### src/rtl/upum_pkt_pkg.sv
// Shared types and helpers for the UPUM packet parser: FSM states, error codes, CRC-8 step.
// Latency: n/a (types, constants and a combinational function only).
// Backpressure: n/a.
package upum_pkt_pkg;

    typedef enum logic [2:0] {
        ST_IDLE = 3'd0,
        ST_ADDR = 3'd1,
        ST_LEN  = 3'd2,
        ST_DATA = 3'd3,
        ST_CRC  = 3'd4
    } state_t;

    localparam logic [1:0] ERR_TIMEOUT = 2'b01;
    localparam logic [1:0] ERR_LEN     = 2'b10;
    localparam logic [1:0] ERR_CRC     = 2'b11;

    localparam logic [7:0] PKT_PREFIX_DEF = 8'hDD;

    // One byte of CRC-8, polynomial x^8+x^2+x+1 (0x07), MSB first.
    function automatic logic [7:0] crc8_step(input logic [7:0] crc, input logic [7:0] data);
        logic [7:0] c;
        c = crc ^ data;
        for (int i = 0; i < 8; i++) begin
            c = c[7] ? ((c << 1) ^ 8'h07) : (c << 1);
        end
        return c;
    endfunction

endpackage

### src/rtl/pkt_gap_timer.sv
// Inter-byte gap timer: pulses o_expire when TIMEOUT_CYCLES cycles pass with no clear while enabled.
// Latency: o_expire is combinational from the count; counter reloads on the following edge.
// Backpressure: none; i_clear in the expiring cycle suppresses the pulse (the byte wins).
module pkt_gap_timer #(
    parameter int TIMEOUT_CYCLES = 100000
) (
    input  logic clk_100,
    input  logic n_rst,
    input  logic i_clear,
    input  logic i_enable,
    output logic o_expire
);

    localparam int CW = (TIMEOUT_CYCLES > 1) ? $clog2(TIMEOUT_CYCLES) : 1;
    localparam logic [CW-1:0] LAST = CW'(TIMEOUT_CYCLES - 1);

    logic [CW-1:0] r_cnt;

    // Expiry happens on the TIMEOUT_CYCLES-th edge after the last clear.
    assign o_expire = i_enable && !i_clear && (r_cnt == LAST);

    // Count idle cycles while enabled; any clear, disable or expiry restarts from zero.
    always_ff @(posedge clk_100) begin
        if (!n_rst || i_clear || !i_enable || o_expire) begin
            r_cnt <= '0;
        end else begin
            r_cnt <= r_cnt + 1'b1;
        end
    end

endmodule

### src/rtl/uart_pkt_parser.sv
// Parses DD/addr/len/payload/crc frames from UART bytes; optional CRC-8 check under PKT_CRC_CHECK_EN.
// Latency: payload strobes and frame_done/frame_err appear one cycle after the carrying rx_valid.
// Backpressure: none; input is at most one byte every other cycle and outputs cannot stall.
module uart_pkt_parser
    import upum_pkt_pkg::*;
#(
    parameter logic [7:0] PREFIX         = PKT_PREFIX_DEF,
    parameter int         MAX_LEN        = 64,
    parameter int         TIMEOUT_CYCLES = 100000
) (
    input  logic       clk_100,
    input  logic       n_rst,
    input  logic [7:0] rx_data,
    input  logic       rx_valid,
    output logic [7:0] out_addr,
    output logic [7:0] out_data,
    output logic       out_valid,
    output logic       out_first,
    output logic       out_last,
    output logic       frame_done,
    output logic       frame_err,
    output logic [1:0] err_code,
    output logic       busy
);

    localparam logic [7:0] MAX_LEN_B = 8'(MAX_LEN);

    state_t     r_state,     w_state_nxt;
    logic [7:0] r_addr,      w_addr_nxt;
    logic [7:0] r_len,       w_len_nxt;
    logic [7:0] r_remaining, w_remaining_nxt;
    logic [7:0] r_out_data,  w_out_data_nxt;
    logic       r_out_valid, w_out_valid_nxt;
    logic       r_out_first, w_out_first_nxt;
    logic       r_out_last,  w_out_last_nxt;
    logic       r_done,      w_done_nxt;
    logic       r_err,       w_err_nxt;
    logic [1:0] r_err_code,  w_err_code_nxt;
    logic       w_busy;
    logic       w_expire;
`ifdef PKT_CRC_CHECK_EN
    logic [7:0] r_crc,       w_crc_nxt;
`endif

    assign w_busy = (r_state != ST_IDLE);

    pkt_gap_timer #(
        .TIMEOUT_CYCLES(TIMEOUT_CYCLES)
    ) u_gap_timer (
        .clk_100  (clk_100),
        .n_rst    (n_rst),
        .i_clear  (rx_valid),
        .i_enable (w_busy),
        .o_expire (w_expire)
    );

    // Next-state and next-output decode; a timeout cannot coincide with rx_valid.
    always_comb begin
        w_state_nxt     = r_state;
        w_addr_nxt      = r_addr;
        w_len_nxt       = r_len;
        w_remaining_nxt = r_remaining;
        w_out_data_nxt  = r_out_data;
        w_out_valid_nxt = 1'b0;
        w_out_first_nxt = 1'b0;
        w_out_last_nxt  = 1'b0;
        w_done_nxt      = 1'b0;
        w_err_nxt       = 1'b0;
        w_err_code_nxt  = r_err_code;
`ifdef PKT_CRC_CHECK_EN
        w_crc_nxt       = r_crc;
`endif
        if (w_expire) begin
            w_state_nxt    = ST_IDLE;
            w_err_nxt      = 1'b1;
            w_err_code_nxt = ERR_TIMEOUT;
        end else if (rx_valid) begin
            case (r_state)
                ST_IDLE: begin
                    if (rx_data == PREFIX) begin
                        w_state_nxt = ST_ADDR;
`ifdef PKT_CRC_CHECK_EN
                        w_crc_nxt   = 8'h00;
`endif
                    end
                end
                ST_ADDR: begin
                    w_addr_nxt  = rx_data;
                    w_state_nxt = ST_LEN;
`ifdef PKT_CRC_CHECK_EN
                    w_crc_nxt   = crc8_step(r_crc, rx_data);
`endif
                end
                ST_LEN: begin
                    if ((rx_data == 8'h00) || (rx_data > MAX_LEN_B)) begin
                        w_state_nxt    = ST_IDLE;
                        w_err_nxt      = 1'b1;
                        w_err_code_nxt = ERR_LEN;
                    end else begin
                        w_len_nxt       = rx_data;
                        w_remaining_nxt = rx_data;
                        w_state_nxt     = ST_DATA;
                    end
`ifdef PKT_CRC_CHECK_EN
                    w_crc_nxt = crc8_step(r_crc, rx_data);
`endif
                end
                ST_DATA: begin
                    w_out_valid_nxt = 1'b1;
                    w_out_data_nxt  = rx_data;
                    w_out_first_nxt = (r_remaining == r_len);
                    w_out_last_nxt  = (r_remaining == 8'd1);
                    w_remaining_nxt = r_remaining - 8'd1;
                    if (r_remaining == 8'd1) begin
                        w_state_nxt = ST_CRC;
                    end
`ifdef PKT_CRC_CHECK_EN
                    w_crc_nxt = crc8_step(r_crc, rx_data);
`endif
                end
                ST_CRC: begin
                    w_state_nxt = ST_IDLE;
`ifdef PKT_CRC_CHECK_EN
                    if (rx_data != r_crc) begin
                        w_err_nxt      = 1'b1;
                        w_err_code_nxt = ERR_CRC;
                    end else begin
                        w_done_nxt = 1'b1;
                    end
`else
                    // Trailer byte is consumed without inspection.
                    w_done_nxt = 1'b1;
`endif
                end
                default: begin
                    w_state_nxt = ST_IDLE;
                end
            endcase
        end
    end

    // State and registered outputs; reset drops any frame in flight without pulses.
    always_ff @(posedge clk_100) begin
        if (!n_rst) begin
            r_state     <= ST_IDLE;
            r_addr      <= 8'h00;
            r_len       <= 8'h00;
            r_remaining <= 8'h00;
            r_out_data  <= 8'h00;
            r_out_valid <= 1'b0;
            r_out_first <= 1'b0;
            r_out_last  <= 1'b0;
            r_done      <= 1'b0;
            r_err       <= 1'b0;
            r_err_code  <= 2'b00;
`ifdef PKT_CRC_CHECK_EN
            r_crc       <= 8'h00;
`endif
        end else begin
            r_state     <= w_state_nxt;
            r_addr      <= w_addr_nxt;
            r_len       <= w_len_nxt;
            r_remaining <= w_remaining_nxt;
            r_out_data  <= w_out_data_nxt;
            r_out_valid <= w_out_valid_nxt;
            r_out_first <= w_out_first_nxt;
            r_out_last  <= w_out_last_nxt;
            r_done      <= w_done_nxt;
            r_err       <= w_err_nxt;
            r_err_code  <= w_err_code_nxt;
`ifdef PKT_CRC_CHECK_EN
            r_crc       <= w_crc_nxt;
`endif
        end
    end

    assign out_addr   = r_addr;
    assign out_data   = r_out_data;
    assign out_valid  = r_out_valid;
    assign out_first  = r_out_first;
    assign out_last   = r_out_last;
    assign frame_done = r_done;
    assign frame_err  = r_err;
    assign err_code   = r_err_code;
    assign busy       = w_busy;

endmodule

### config.mk
export PLATFORM = sky130hd
export DESIGN_NAME = uart_pkt_parser
export DESIGN_NICKNAME = d
export VERILOG_FILES = /design/src/rtl/upum_pkt_pkg.sv /design/src/rtl/pkt_gap_timer.sv /design/src/rtl/uart_pkt_parser.sv
export SDC_FILE = /design/constraint.sdc
export NUM_CORES = 1
export LEC_CHECK = 0
export CORE_UTILIZATION = 57
export CTS_BUF_LIST = sky130_fd_sc_hd__clkbuf_8
export CTS_CLUSTER_DIAMETER = 120
export DETAILED_ROUTE_END_ITERATION = 10
export PLACE_DENSITY = 0.87
export SYNTH_ARGS = -nofsm -noshare
export SYNTH_HDL_FRONTEND = slang
export SYNTH_SLANG_ARGS = --single-unit
### constraint.sdc
create_clock -name clk_100 -period 2.55 [get_ports clk_100]
set_input_delay 0.6375 -clock clk_100 [delete_from_list [all_inputs] [get_ports clk_100]]
set_output_delay 0.6375 -clock clk_100 [all_outputs]
set_load 0.05 [all_outputs]
Word-level counts from Yosys, hierarchy flattened
Index checks and enable logic that the tools add are counted.
Widths: inputs -> output; s select.

storage, ports and cells
  flip-flop bits (word level) = 59
  output and inout bits = 24
  word-level logic and storage cells = 74

cells by class
  order comparisons = 1
  mux-type cells = 16
  bitwise operators = 5
  reduce and logical (&&, ||, !) cells = 26
  $add $sub $neg = 2
  equal/unequal tests = 11

operator list
  cell                   count
  $add 17x1->17 const B  1
  $eq 17x17->1 const B   1
  $pmux 8 s2             1
  $reduce_and 3->1       5
  $pmux 3 s4             1
  $mux 1                 10
  $eq 8x1->1 const B     1
  $eq 8x8->1             1
  $eq 8x8->1 const B     1
  $gt 8x7->1 const B     1
  $logic_not 8->1        1
  $mux 8                 1
  $reduce_and 4->1       2
  $reduce_bool 2->1      4
  $sub 8x1->8 const B    1
  $eq 3x2->1 const B     2
  $mux 3                 2
  $ne 2x2->1 const B     3
  $not 1->1              5
  $logic_or 1x1->1       4
  $reduce_or 4->1        1
  $eq 3x1->1 const B     1
  $eq 3x3->1 const B     1
  $logic_not 1->1        3
  6 further kinds        7

Logic depth before layout (Yosys ltp)
Gate-level depths: netlist of run 1.

  word-level depth = 6
  depth in mapped cells = 7
  depth with buffers taken out = 6

Cells and area by module
Synthesis of run 1 repeated with hierarchy kept, for this count alone.

unflattened totals
  cells, all modules = 318
  area, all modules = 2931.6 sq um

by module, submodules not included
  module           seq. area each (sq um)  cells each  area each (sq um)  times used
  uart_pkt_parser  840.8                   230         2069.5             1
  pkt_gap_timer    340.3                   88          862.1              1

Worst setup path before layout of run 1
OpenSTA, ideal clock, no wires.

  path type = input to register
  start = input rx_data[7]
  end = register r_remaining[0]
  slack = 0.447 ns
  cell stages on the path = 6
  arrival time = 2.029 ns
  required time = 2.475 ns
  cell sequence = buf_2 or4b_4 nor4_4 a41oi_4 or2_0 a31oi_1

on the way
  cells in the longest elaborated chain, start to end = 4
  elaborated cells on any way between the ends = 5
  classes of those cells = order compare: 1; eq/ne: 1; reduce/logical: 3

ends and longest elaborated chain
  element                                               RTL line                text
  from (decl)                                           uart_pkt_parser.sv:13   input logic [7:0] rx_data,
  $gt 8x7->1 / $logic_not 8->1 (equally long branches)  uart_pkt_parser.sv:95   if ((rx_data == 8'h00) || (rx_data > MAX_LEN_B)) begin
  $logic_or 1x1->1 (*)                                  uart_pkt_parser.sv:95
  $ne 2x2->1 (no line) (*)                              n/a
  $reduce_and 4->1 (no line) (*)                        n/a
  to (signal assigned)                                  uart_pkt_parser.sv:163  r_remaining <= w_remaining_nxt;
  to (decl)                                             uart_pkt_parser.sv:31   logic [7:0] r_remaining, w_remaining_nxt;

Every way passes the cells marked *; elsewhere a longest branch is shown, timed or not.
A chain may end at the register's enable or synchronous reset.

Final worst setup path of run 1
  start = input rx_data[4]
  end = register r_remaining[0]

Same word-level chain as after synthesis.

==> impl_metrics.json, run 1 <==
{
  "start_kind": "primary input",
  "areaGrowthSynthToFinish_pct": 27.8,
  "fillCellCount": 307,
  "cpMaxStageDelayCell": "sky130_fd_sc_hd__or4_4",
  "initial_utilization_pct": 60.7,
  "antenna_found_initial": 0,
  "wl_met2_um": 3270,
  "met3RoutedLength_um": 499,
  "maximum_fanout_count_along_the_critical_path": 9,
  "detailed_place_hpwl_um": 4800,
  "placementRows": 24,
  "yosysWarnings": 0,
  "synth_adder_area_share_pct": 1.39,
  "required_ns": 2.81,
  "synth.most_common_cell": "sky130_fd_sc_hd__dfxtp_1",
  "power_switching_uw": 408,
  "grt.overflow.total": 0,
  "final_max_slew_viol_count": 0,
  "instances_no_fill": 438,
  "cell_family_contributing_the_most_delay_on_the_critical_path": "simple AND/OR/NAND/NOR gates",
  "status": "complete, but fails checks",
  "detail_route.first_pass.iterations": 8,
  "highest-signal-layer": "met4",
  "postSynthNetCount": 339,
  "power-per-cell-area_mw_per_mm2": 556,
  "clock-root-buffer": "sky130_fd_sc_hd__clkbuf_8",
  "power_frac_comb_pct": 5.4,
  "tritoncts_num_sinks": 59,
  "swShare_pct": 21.3,
  "synthesis.area_sq_mm": 0.00270,
  "dpl.cell_count": 422,
  "dominant_combinational_cell_family_by_area_after_synthesis": "simple AND/OR/NAND/NOR gates",
  "holdBufCountCts": 0,
  "grt_pass1_vias": 2451,
  "finalSetupViolations": 0,
  "cts.htree.levels": 3,
  "layout_worst_path_cycle_share_pct": 94.8,
  "postCtsSetupRepairBufs": 0,
  "die_width_um": 70.8,
  "place_area_sq_mm": 0.00323,
  "final.min_clock_period_ns": 2.42,
  "drtIter0Drc": 207,
  "cts-buffers-inserted": 9,
  "antenna_left": 0,
  "power.ir.vdd_worst_mv": 0.402,
  "ios": 35,
  "clock_insertion_delay_worst_skew_ns": 0.34,
  "n_antenna_cell": 0,
  "die_y_um": 70.8,
  "cap_viol_max_count": 0,
  "pre_cts_slack_ns": -0.341,
  "cts_tree": "built",
  "clkPwrFrac_pct": 46.3,
  "portion_of_the_post_synthesis_area_used_by_sequential_elements_pct": 43.8,
  "synth_compound_gate_area_share_pct": 13.5,
  "synthMuxAreaShare_pct": 1.86,
  "synthDistinctLibCells": 51,
  "wl_per_cell_um": 15.3,
  "synth.ff_latch_count": 59,
  "critical_path.n_buffers_inverters": 1,
  "violations": "design-rule violations",
  "timing.hold.worst.class": "reg -> reg",
  "yosys-top-cells-area": "sky130_fd_sc_hd__dfxtp_1, sky130_fd_sc_hd__nand2_1, sky130_fd_sc_hd__xnor2_1",
  "critPathCaptureType": "flip-flop",
  "drive_gt1_share_pct": 13.7,
  "post_synth_xor_area_fraction_pct": 7.47,
  "reg2reg_slack_ns": 0.38,
  "grt_use_total_pct": 29.3,
  "portBuffers": 34,
  "critPathMaxStageDelay_ns": 0.60,
  "vias_per_cell": 5.67,
  "nets": 395,
  "post_synth.cell_area_avg_sq_um": 8.30,
  "p_leak_nw": 1.28,
  "remaining_drc_errors": 2,
  "grt_max_degree": 18,
  "slew-limit-headroom_pct": 27.1,
  "cp.arrival_ns": 2.68,
  "setup_slack_of_the_critical_path_after_layout_ns": 0.133,
  "cell_internal_pwr_mw": 1.51,
  "synth-main-ff-cell": "sky130_fd_sc_hd__dfxtp_1",
  "synth_top_area_share_pct": 43.8,
  "wirelength_um": 6690,
  "global_route_wire_length_before_repair_um": 11200,
  "number_of_vias_in_the_routed_layout": 2485,
  "max_clock_freq_mhz": 414,
  "clock-skew-final_ns": 0.00375,
  "synth_top_cells_by_count": "sky130_fd_sc_hd__dfxtp_1, sky130_fd_sc_hd__nand2_1, sky130_fd_sc_hd__nor2_1, sky130_fd_sc_hd__a21oi_1, sky130_fd_sc_hd__xnor2_1",
  "route.layer.met1.wl_um": 2740,
  "syn_inst": 325,
  "finish.instance_area_sq_mm": 0.00345,
  "hp-start": "u_gap_timer.r_cnt[0]$_SDFF_PP0_",
  "synth_edf_count": 0,
  "p_seq_share_pct": 48.2,
  "grt_setup_unrepaired": "no",
  "worst_pin_slew_ns": 1.09,
  "synth.largest_area_cell": "sky130_fd_sc_hd__dfxtp_1",
  "synth-simple-area-share_pct": 28.5,
  "worst_setup_hold_path_clk_slew_ns": 0.06,
  "path_cells": "clkdlybuf4s50_1 -> or4_4 -> nor4_4 -> a41oi_4 -> or2_0 -> a31oi_1",
  "cts_buffer_depth": 2,
  "timing_startpoint_of_the_critical_path": "rx_data[4]",
  "routabilityCongestion": 0.887,
  "fin_total_pwr_mw": 1.92,
  "crit_type": "in -> reg",
  "rr_startpoint": "u_gap_timer.r_cnt[0]$_SDFF_PP0_",
  "fp.dieArea_sq_mm": 0.00501,
  "fp.coreArea_sq_mm": 0.00444,
  "ys_async_sr_fraction_pct": 0,
  "hold_viol_final": 0
}
-- power by group through the flow --
stage	logic, mW	registers, mW	clock network, mW
floorplan	0.0354	0.946	0
global placement	0.0975	0.945	0
detailed placement	0.0996	0.945	0
CTS	0.102	0.924	0.900
global route	0.110	0.924	0.951
finish	0.104	0.924	0.888
-- metrics by stage --
step | utilization [%] | setup TNS [ns] | hold slack [ns]
3_5_place_dp | 72.7 | -2.73 | 0.433
2_1_floorplan | - | 0 | 0.413
6_report | 77.6 | 0 | 0.445
5_1_grt | 77.6 | 0 | 0.470
3_3_place_gp | 72.7 | -2.05 | 0.425
4_1_cts | 77.6 | 0 | 0.443
-- routing by layer --
metal  vias to the layer above  track usage [%]
met1                      1136             35.4
met3                        23             10.7
met4                         0             14.4
met2                       106             46.5
li1                       1220                -
met5                         -                0
-- kinds of logic after synthesis --
logic type | after synthesis
and+or+nand+nor | 157
muxes | 5
adders and majority gates | 3
xor gates and xnor gates | 23
DFF | 59
buffers and inverters | 24
AOI/OAI and AO/OA | 54
-- repair_timing --
action / 4_1_cts / 5_1_grt
resized for setup: 1 / 0
hold endpoints to repair: 0 / 0
endpoints found under the setup margin: 2 / 0
-- flip-flops by register name, indices dropped and copies added, names as in the netlist --
name,flops
err_code,2
r_len,8
out_addr,8
out_first,1
out_data,8
frame_done,1
r_remaining,8
u_gap_timer.r_cnt,17
r_state,3
out_valid,1
out_last,1
frame_err,1
-- path summary, 6_finish.rpt --
check / endpoint / cells past startpoint
setup / recovery: r_remaining[0]$_SDFFE_PN0P_ / 6
hold / removal: u_gap_timer.r_cnt[0]$_SDFF_PP0_ / 1
hold reg to reg: u_gap_timer.r_cnt[0]$_SDFF_PP0_ / 1
setup reg to reg: u_gap_timer.r_cnt[12]$_SDFF_PP0_ / 5
-- placed cells by master, fill, tap and decap left out, types with 4 or more instances in the layout --
cell / count
sky130_fd_sc_hd__nand3_1: 7
sky130_fd_sc_hd__a21oi_1: 28
sky130_fd_sc_hd__buf_4: 26
sky130_fd_sc_hd__nand2b_1: 6
sky130_fd_sc_hd__nor3_1: 8
sky130_fd_sc_hd__clkbuf_8: 9
sky130_fd_sc_hd__o21ai_1: 6
sky130_fd_sc_hd__clkdlybuf4s50_1: 33
sky130_fd_sc_hd__nor2_1: 44
sky130_fd_sc_hd__dfxtp_1: 59
sky130_fd_sc_hd__nand4_1: 7
sky130_fd_sc_hd__and3_1: 4
sky130_fd_sc_hd__mux2i_1: 5
sky130_fd_sc_hd__nand2_1: 57
sky130_fd_sc_hd__inv_1: 12
sky130_fd_sc_hd__xnor2_1: 19
sky130_fd_sc_hd__xor2_1: 4
-- final cells by class --
| cell class | instances | area, sq um | share of cell area (%) |
|---|---|---|---|
| tap | 52 | 65.1 | 1.89 |
| clock buffer | 9 | 124 | 3.59 |
| multi-input combinational | 242 | 1430 | 41.5 |
| timing repair buffer | 59 | 526 | 15.2 |
| clock inverter | 7 | 85.1 | 2.47 |
| inverter | 10 | 37.5 | 1.09 |
| sequential | 59 | 1180 | 34.3 |
-- worst register-to-register path: cells and delay by family, from the launching register on --
kind,cells,cell delay (ns)
compound gates,1,0.93
flops,1,0.35
simple gates,3,0.52
fa+ha+maj,1,0.20
No activity file was read; power rests on OpenSTA's default activity.
==> inputs of run 2 (changes only) <==
CORE_MARGIN = 10   (was not set)
CORE_UTILIZATION = 58   (was 57)
SYNTH_HIERARCHICAL = 1   (was not set)
==> impl_metrics.json, run 2 <==
{
  "status": "finished clean",
  "holdBufCountCts": 0,
  "synthDistinctLibCells": 58,
  "register_ranked_first_by_flip_flop_count": "u_gap_timer/r_cnt",
  "grt_setup_unrepaired": "no",
  "postCtsSetupRepairBufs": 0,
  "final_common_cell": "sky130_fd_sc_hd__dfxtp_1",
  "antenna_left": 0,
  "cts_buffer_depth": 2,
  "final_max_slew_viol_count": 0,
  "fin_total_pwr_mw": 2.01,
  "global_route_wire_length_before_repair_um": 12500,
  "endpoint_of_the_worst_slack_reg_to_reg_timing_path": "r_remaining[6]$_SDFFE_PN0P_",
  "clock-root-buffer": "sky130_fd_sc_hd__clkbuf_8",
  "tritoncts_num_sinks": 59,
  "number_of_vias_in_the_routed_layout": 2565,
  "clock-skew-final_ns": 0.00397,
  "synth.ff_latch_count": 59,
  "required_ns": 2.77,
  "synthMuxAreaShare_pct": 5.46,
  "post_synth.cell_area_avg_sq_um": 9.22,
  "synth.largest_area_cell": "sky130_fd_sc_hd__dfxtp_1",
  "portion_of_the_post_synthesis_area_used_by_sequential_elements_pct": 40.3,
  "fp.coreArea_sq_mm": 0.00482,
  "ff_latch_area_sq_mm": 0.00118,
  "ff2ff_path_depth": 9,
  "syn_inst": 318,
  "worst_setup_hold_path_clk_slew_ns": 0.06,
  "hold_viol_final": 0,
  "synth_top_cells_by_count": "sky130_fd_sc_hd__dfxtp_1, sky130_fd_sc_hd__nor2_1, sky130_fd_sc_hd__nand2_1, sky130_fd_sc_hd__xnor2_1",
  "cp.arrival_ns": 2.67,
  "reg2reg_slack_ns": 0.16,
  "synth-simple-area-share_pct": 28.6,
  "nets": 385,
  "postSynthNetCount": 332,
  "crit_path_end": "r_state[0]$_SDFFE_PP0P_",
  "synth.most_common_cell": "sky130_fd_sc_hd__dfxtp_1",
  "timing.hold.worst.class": "reg -> reg",
  "clock_insertion_delay_worst_skew_ns": 0.34,
  "synth_compound_gate_area_share_pct": 11.5,
  "post_synth_xor_area_fraction_pct": 6.87,
  "worst_pin_slew_ns": 0.513,
  "ctsResizeCount": 0,
  "crit_type": "in -> reg",
  "die_y_um": 91.1,
  "layout_worst_path_cycle_share_pct": 96.1,
  "die_width_um": 91.1,
  "initial_utilization_pct": 60.9,
  "flip_flop_count_of_the_largest_register_all_copies_and_words_added": 17,
  "fp.dieArea_sq_mm": 0.00830,
  "start_kind": "primary input",
  "critPathCaptureType": "flip-flop",
  "final.min_clock_period_ns": 2.45,
  "maximum_fanout_count_along_the_critical_path": 4,
  "fillCellCount": 344,
  "yosys-top-cells-area": "sky130_fd_sc_hd__dfxtp_1, sky130_fd_sc_hd__xnor2_1, sky130_fd_sc_hd__mux2i_1",
  "cap_viol_max_count": 0,
  "yosysWarnings": 6,
  "portBuffers": 34,
  "detail_route.first_pass.iterations": 5,
  "power.ir.vdd_worst_mv": 0.359,
  "grt_pass1_vias": 2554,
  "setup_total_negative_slack_ns": 0,
  "postLayoutCoreUtil_pct": 75.5,
  "synth-main-ff-cell": "sky130_fd_sc_hd__dfxtp_1",
  "timing_startpoint_of_the_critical_path": "rx_data[4]",
  "wl_per_cell_um": 16.6,
  "max_clock_freq_mhz": 408,
  "ios": 35,
  "placementRows": 25,
  "finalSetupViolations": 0,
  "wirelength_um": 7360,
  "areaGrowthSynthToFinish_pct": 24.0,
  "drtIter0Drc": 279,
  "synth_edf_count": 0,
  "slew-limit-headroom_pct": 65.4,
  "detailed_place_hpwl_um": 5100,
  "grt.overflow.total": 0,
  "power-per-cell-area_mw_per_mm2": 553,
  "p_leak_nw": 1.26,
  "synthesis.area_sq_mm": 0.00293,
  "drive_gt1_share_pct": 19.7,
  "synth_adder_area_share_pct": 1.28,
  "cts_tree": "built",
  "grt_use_total_pct": 18.2,
  "remaining_drc_errors": 0,
  "synth_top_area_share_pct": 40.3,
  "combined_area_of_the_multi_input_logic_cells_sq_mm": 0.00160,
  "cts.htree.levels": 3,
  "n_antenna_cell": 0,
  "hold_ws_ns": 0.459,
  "dominant_combinational_cell_family_by_area_after_synthesis": "simple AND/OR/NAND/NOR gates",
  "vias_per_cell": 5.79,
  "final_cell_mix": "sky130_fd_sc_hd__dfxtp_1, sky130_fd_sc_hd__nor2_1, sky130_fd_sc_hd__clkdlybuf4s50_1",
  "grt_max_degree": 29,
  "ys_async_sr_fraction_pct": 0,
  "rr_startpoint": "u_gap_timer/r_cnt[0]$_SDFF_PP0_",
  "cts-buffers-inserted": 9,
  "routabilityCongestion": 0.932,
  "antenna_found_initial": 0
}
## run 2: cell count changes after synthesis, sizes merged, moves of 4 or more
cell,previous run,this run
a21oi,28,16
mux2i,5,16
nand2,58,28
nand3,7,17
nand4,7,11
nor4,6,11
nor4b,0,4
o311ai,0,4
## run 2: per-layer routing
layer | global-route usage, % | routed length [um] | up-vias
met3 | 6.09 | 635 | 23
met1 | 22.3 | 3130 | 1174
met4 | 8.62 | 180 | 0
met5 | 0 | 0 | -
met2 | 28.0 | 3410 | 121
li1 | - | - | 1247
## run 2: worst min path at each step
stage	depth (start not counted)	to	startpoint	slack, ns
2_1_floorplan	2	r_len[7]$_SDFFE_PN0P_	r_len[7]$_SDFFE_PN0P_	0.42
3_3_place_gp	2	r_len[7]$_SDFFE_PN0P_	r_len[7]$_SDFFE_PN0P_	0.44
3_5_place_dp	2	r_len[7]$_SDFFE_PN0P_	r_len[7]$_SDFFE_PN0P_	0.44
4_1_cts	2	out_data[4]$_SDFFE_PN0P_	out_data[4]$_SDFFE_PN0P_	0.46
5_1_grt	2	r_len[7]$_SDFFE_PN0P_	r_len[7]$_SDFFE_PN0P_	0.48
6_report	2	out_data[4]$_SDFFE_PN0P_	out_data[4]$_SDFFE_PN0P_	0.46
## run 2: metrics by stage
| step | area [sq um] | setup WS, ns | instances |
|---|---|---|---|
| global route | 3640 | 0.00425 | 443 |
| floorplan | 2940 | 0.103 | 318 |
| finish | 3640 | 0.0988 | 443 |
| detailed placement | 3410 | -0.160 | 427 |
| global placement | 3410 | -0.0693 | 427 |
| CTS | 3620 | 0.0182 | 443 |
## run 2: cell families (layout without fill, tap and decap cells)
family | count (synthesis) | after routing
muxes | 16 | 16
DFF | 59 | 59
AOI/OAI and AO/OA | 47 | 47
and+or+nand+nor | 145 | 145
adders and majority gates | 3 | 3
xor gates and xnor gates | 23 | 23
buffers and inverters | 25 | 83
## run 2: critical path, stage by stage
cell	delay, ns
sky130_fd_sc_hd__clkdlybuf4s50_1	0.49
sky130_fd_sc_hd__or4_1	0.56
sky130_fd_sc_hd__o311ai_2	0.40
sky130_fd_sc_hd__nand2_1	0.19
sky130_fd_sc_hd__nor3_1	0.31
sky130_fd_sc_hd__nor3_1	0.08
## run 2: report_power, final
| part | internal [mW] | total [mW] | switching (mW) |
|---|---|---|---|
| Combinational | 0.0741 | 0.180 | 0.106 |
| Clock | 0.527 | 0.893 | 0.366 |
| Sequential | 0.930 | 0.939 | 0.00833 |
## run 2: area by class of cell
cell class	count	area share, %
clock inverters	4	1.31
multi-input cells	234	44.0
inverters	7	0.723
clock buffers	12	4.54
well taps	67	2.31
flip-flops and latches	59	32.5
repair buffers	60	14.7
